<file path="src/rtl/dmg_oam_dma.sv">
// OAM DMA engine: copies 160 bytes from page {src_hi,00} into OAM, one byte per M-cycle.
// Latency: trigger M-cycle + one START M-cycle, then one OAM write per ce; only HRAM is CPU-reachable while copying.
module dmg_oam_dma (
  input  logic        clk,
  input  logic        rst,
  input  logic        ce,
  input  logic [15:0] cpu_addr,
  input  logic        cpu_write,
  input  logic [7:0]  cpu_d_out,
  input  logic [7:0]  src_data,
  output logic [15:0] dma_src_addr,
  output logic        dma_active,
  output logic        cpu_grant,
  output logic [7:0]  oam_addr,
  output logic [7:0]  oam_d_wr,
  output logic        oam_write,
  output logic [7:0]  reg_d_rd
);

  typedef enum logic [1:0] {
    IDLE  = 2'd0,
    START = 2'd1,
    XFER  = 2'd2
  } state_t;

  localparam logic [7:0] LAST_IDX = 8'h9F;

  state_t     state;
  state_t     state_nxt;
  logic [7:0] idx;
  logic [7:0] src_hi;
  logic [7:0] eff_hi;
  logic       trigger;

  // FF46 decode ignores cpu_grant so a running copy can always be restarted.
  assign trigger = ce && cpu_write && (cpu_addr == 16'hFF46);

  // Sources in E0-FF fold back onto the C0-DF work RAM through the echo mirror.
  assign eff_hi = (src_hi >= 8'hE0) ? (src_hi - 8'h20) : src_hi;

  always_comb begin
    state_nxt = state;
    if (trigger) begin
      state_nxt = START;
    end else if (ce) begin
      case (state)
        START:   state_nxt = XFER;
        XFER:    state_nxt = (idx == LAST_IDX) ? IDLE : XFER;
        default: state_nxt = state;
      endcase
    end
  end

  always_ff @(posedge clk) begin
    if (rst) begin
      state     <= IDLE;
      idx       <= 8'h00;
      src_hi    <= 8'hFF;
      oam_addr  <= 8'h00;
      oam_d_wr  <= 8'h00;
      oam_write <= 1'b0;
    end else begin
      state     <= state_nxt;
      oam_write <= 1'b0;
      if (trigger) begin
        src_hi <= cpu_d_out;
        idx    <= 8'h00;
      end else if (ce && state == XFER) begin
        oam_d_wr  <= src_data;
        oam_addr  <= idx;
        oam_write <= 1'b1;
        idx       <= (idx == LAST_IDX) ? 8'h00 : idx + 8'h01;
      end
    end
  end

  assign dma_active   = (state == XFER);
  assign dma_src_addr = dma_active ? {eff_hi, idx} : 16'h0000;
  assign cpu_grant    = !dma_active || (cpu_addr[15:7] == 9'h1FF && cpu_addr != 16'hFFFF);
  assign reg_d_rd     = src_hi;

endmodule

</file>
<file path="config.mk">
export PLATFORM = sky130hd
export DESIGN_NAME = dmg_oam_dma
export DESIGN_NICKNAME = d
export VERILOG_FILES = /design/src/rtl/dmg_oam_dma.sv
export SDC_FILE = /design/constraint.sdc
export NUM_CORES = 1
export LEC_CHECK = 0
export BUFFER_PORTS_ARGS = -buffer_cell sky130_fd_sc_hd__buf_4
export CAP_MARGIN = 20
export CORE_MARGIN = 2
export CORE_UTILIZATION = 40
export CTS_CLUSTER_SIZE = 40
export DETAILED_ROUTE_END_ITERATION = 7
export PLACE_DENSITY = 0.76
export SYNTH_ARGS = -nofsm -noshare
export SYNTH_HDL_FRONTEND = slang
export SYNTH_SLANG_ARGS = --single-unit
</file>
<file path="constraint.sdc">
create_clock -name clk -period 3.9 [get_ports clk]
set_input_delay 0.39 -clock clk [delete_from_list [all_inputs] [get_ports clk]]
set_output_delay 0.39 -clock clk [all_outputs]
set_load 0.005 [all_outputs]
</file>
; ---- Word-level counts from Yosys, hierarchy flattened
; Index checks and enable logic that the tools add are counted.
; Widths: inputs -> output; s select.
[classes]
n_addsub = 2
eq_ne = 6
bitwise_logic = 1
n_mux = 8
reduce_logical = 13
order_cmp = 1
[op_table]
columns = op, count
row1 = $eq 16x16->1 const B, 1
row2 = $mux 16, 1
row3 = $mux 8, 2
row4 = $ne 16x16->1 const B, 1
row5 = $eq 9x9->1 const B, 1
row6 = $add 8x1->8 const B, 1
row7 = $eq 8x8->1 const B, 1
row8 = $ge 8x8->1 const B, 1
row9 = $sub 8x6->8 const B, 1
row10 = $reduce_and 2->1, 3
row11 = $logic_and 1x1->1, 4
row12 = $pmux 2 s2, 1
row13 = $reduce_bool 2->1, 2
row14 = $mux 1, 3
row15 = $reduce_bool 3->1, 1
row16 = $eq 2x1->1 const B, 1
row17 = $eq 2x2->1 const B, 1
row18 = $mux 2, 1
row19 = $reduce_or 2->1, 1
row20 = $logic_not 1->1, 1
row21 = $logic_or 1x1->1, 1
row22 = $not 1->1, 1
[word_totals]
regBits = 35
out_inout_bits = 43

; ---- Logic depth before layout (Yosys ltp)
[depth]
word_depth = 5
ltp_mapped = 8
mapped_depth_nobuf = 6

; ---- Least setup slack after synthesis
; Ideal clock, no wire load.
[synth_timing]
path_kind = input-to-output
startpoint = input cpu_addr[15]
endpoint = output cpu_grant
stages = 6
t_required_ns = 3.510
setup_slack_ns = 2.081
arrival_ns = 1.429
cell_sequence = nand4_1 or2_1 buf_2 buf_2 clkbuf_1 o31ai_1
[synth_via]
elab_chain_cells = 3
elab_cells_between_ends = 4
classes_between = eq/ne (2) / reduce/logical (2)
[synth_lines]
columns = element, line_no
row1 = "start, declared", 7  ; input logic [15:0] cpu_addr,
row2 = $ne 16x16->1 / $eq 9x9->1 (equally long branches), 79  ; assign cpu_grant = !dma_active || (cpu_addr[15:7] == 9'h1FF && cpu_addr != 16'hFFFF);
row3 = $logic_and 1x1->1 (*), 79
row4 = $logic_or 1x1->1 (*), 79
row5 = "end, declared", 13  ; output logic cpu_grant,
; Every way passes the cells marked *; elsewhere a longest branch is shown, timed or not.

; ---- Worst setup path after layout
[layout_timing]
startpoint = register state[0]
endpoint = register idx[7]
[layout_via]
elab_chain_cells = 2
[layout_lines]
columns = element, line_no
row1 = "start, declared", 28  ; state_t state;
row2 = "start signal, assigned", 63  ; state <= state_nxt;
row3 = $eq 2x2->1, 68  ; end else if (ce && state == XFER) begin
row4 = $logic_and 1x1->1, 68
row5 = "end signal, assigned", 72  ; idx <= (idx == LAST_IDX) ? 8'h00 : idx + 8'h01;
row6 = "end, declared", 30  ; logic [7:0] idx;
; No other way between the ends.
; A chain may end at the register's enable or synchronous reset.

==> results.md <==
* Slew headroom at between 40% and 50%
* CTS Hold Buffers Added at 0
* Crit path time final at roughly 2.4 ns
* Cell Area, Synth at 1953 sq um
* Maximum vdd ir drop at about 0.00014 V
* H-Tree Depth at 2
* Drt pass-1 iters at 4
* WL final at 4992 um
* Unique masters post-synth at 31
* Largest net degree at the start of global routing at 36
* Hold EP: reg_d_rd[1]
* Most common cell after layout, fill and taps aside: buf_4
* Total die area at around 5500 sq um
* Leak at ~1.2 nW
* Final slew viol count at 0
* Number of synthesized register bits at 35
* Status: completed
* Nets at between 300 and 400
* Global-route wire length before repair at slightly below 8000 um
* Tightest Pin Transition at about 0.84 ns
* Clock buffer depth at 2
* Maximum clock rate at between 400 and 500 MHz
* Vias in the first global route at 1812
* Post-DP HPWL at between 3000 and 4000 um
* Hold path cells at 3
* # IOs at slightly below 80
* Hold WC Path Type: primary input to register
* Share of layout cells above drive strength 1 at 28.80%
* Final hold violations at 0
* Vias/cell at between 5 and 6
* Setup_tns at 0 ns
* Final Worst Setup Slack at between 1 and 1.5 ns
* Syn nets at 280
* CTS buffer count at 5
* Fill count at 457
* Synth Instances at 240
* Avg WL per Cell at 13.28 um
* Most frequent cells in the layout: buf_4, dfxtp_1, nand2_1
* R2R cell count at 6
* N_diodes at 0
* Sinks on Clock Net at 35
* Setup bufs post-CTS at 0
* Avg Inst Size Synth at 8.138 sq um
* Final Util at ~56%
* Port Buffer Count at between 70 and 80
* Area Overhead vs Synth at 35.75%
* # DRC at 0
* Core area at about 4700 sq um
* CTS resizes at 0
* DRT iter0 DRCs at around 110
* Worst setup EP type: register
* Total GRT Usage at a little under a fifth
* CP max FO at 25
* Starting Density at about two fifths
* Die H at around 74 um
* Worst reg2reg path endpoint: idx[7]
* Place WS at 1.531 ns
* Initial antenna violation count at 0
* Hold path startpoint: cpu_d_out[1]
* Row cnt at 25
* Chip width at about 74 um
* WP data required at approximately 4 ns
* PD cells at between 200 and 250 nW/um^2
* RSZ-0062 raised after global routing: no
* GP Congestion at about 0.8
* Crit path kind: register to register
* Worst setup SP type: register
* Clk_skew at 0.006909 ns
* Worst-Skew Late Latency at ~0.29 ns
* Seq/Total Area, Yosys at between 30% and 40%
* Max Cap Viol at 0
* TritonCTS clock tree: yes
* Yosys warning count at 0
* Final worst path period share at approximately 62%
* Clock transition at the registers of the reported paths at around 0.070 ns
* Reg2Reg Setup Slack at about 1.5 ns
* RR Startpoint: state[0]
* Setup violators final at 0
* Total gr overflow at 0
* Vias at 1997
* Antenna-violating nets left at 0
* Signal arrival time at the worst endpoint at about 2.6 ns
* Clock root cell: clkbuf_8
[per-stage QoR]
| step | power (mW) | area, sq um | hold WS [ns] | std cells |
|---|---|---|---|---|
| 2_1_floorplan | 0.3784 | 1953 | 0.4699 | 240 |
| 3_3_place_gp | 0.4082 | 2551 | 0.5089 | 367 |
| 3_5_place_dp | 0.4090 | 2551 | 0.5210 | 367 |
| 4_1_cts | 0.6610 | 2636 | 0.3611 | 375 |
| 5_1_grt | 0.6818 | 2651 | 0.3635 | 376 |
| 6_report | 0.6536 | 2651 | 0.3620 | 376 |
[cells by family after synthesis]
logic type,share of synthesized area (%)
xor+xnor,2.691
simple gates,38.37
mux,4.100
fa+ha+maj,2.563
compound gates,10.83
buf+inv,5.573
flops,35.87
[area by class of cell]
cell class / count / area (sq um) / share of cell area, %
Tap cell: 67 / 83.83 / 3.162
Clock buffer: 6 / 72.57 / 2.737
Clock inverter: 2 / 12.51 / 0.4719
Timing Repair Buffer: 80 / 608.1 / 22.94
Multi-Input combinational cell: 178 / 1144 / 43.13
Sequential cell: 35 / 700.7 / 26.43
Inverter: 8 / 30.03 / 1.133
[worst max-delay path by stage]
stage / startpoint / slack, ns / endpoint
floorplan: cpu_addr[15] / 2.08 / cpu_grant
global placement: state[0] / 1.60 / idx[7]
detailed placement: state[0] / 1.53 / idx[7]
CTS: state[0] / 1.53 / idx[7]
global route: state[0] / 1.27 / idx[7]
finish: state[0] / 1.50 / idx[7]
[cell usage after synthesis]
master	n	area (sq um)
a211oi_1	1	7.510
a21oi_1	4	20.02
a31oi_1	2	12.51
a32oi_1	16	140.1
and2_1	15	93.84
and3_1	15	93.84
and4bb_1	1	12.51
buf_2	3	15.01
buf_4	1	7.510
clkbuf_1	15	56.30
dfxtp_1	35	700.7
ha_1	4	50.05
inv_1	8	30.03
mux2i_1	8	80.08
nand2_1	26	97.59
nand2b_1	1	6.260
nand3_1	19	95.09
nand3b_1	1	7.510
nand4_1	4	25.02
nor2_1	23	86.33
nor2_4	1	11.26
nor3_1	7	35.03
nor4_1	2	12.51
o21a_1	2	15.01
o21ai_2	1	8.760
o31ai_1	1	7.510
or2_1	1	6.260
or3_1	1	6.260
or4b_1	16	160.2
xnor2_1	4	35.03
xor2_1	2	17.52
[power by group]
group	switching, mW	internal (mW)
registers	0.00000109	0.357
logic	0.0184	0.0250
clock network	0.128	0.125
[critical path, cell delays in order, from the launching register on]
cell	delay, ns
dfxtp_1	0.32
inv_1	0.07
ha_1	0.51
nand2_1	0.65
nor4_1	0.51
xnor2_1	0.17
nor3_1	0.06
[per-layer routing]
metal | GRT usage (%) | share of wire (%) | up-vias | wire (um)
met5 | 0 | 0 | - | 0
met4 | 6.061 | 1.6 | 0 | 78
met3 | 3.841 | 5.3 | 9 | 263
met2 | 32.64 | 49 | 57 | 2461
met1 | 21.69 | 44 | 923 | 2188
li1 | - | - | 1008 | -
[state kept, by name, summed over array words and instances (netlist names)]
name,flops
state,2
oam_d_wr,8
oam_addr,8
reg_d_rd,8
oam_write,1
idx,8
(Power assumes the default switching activity.)
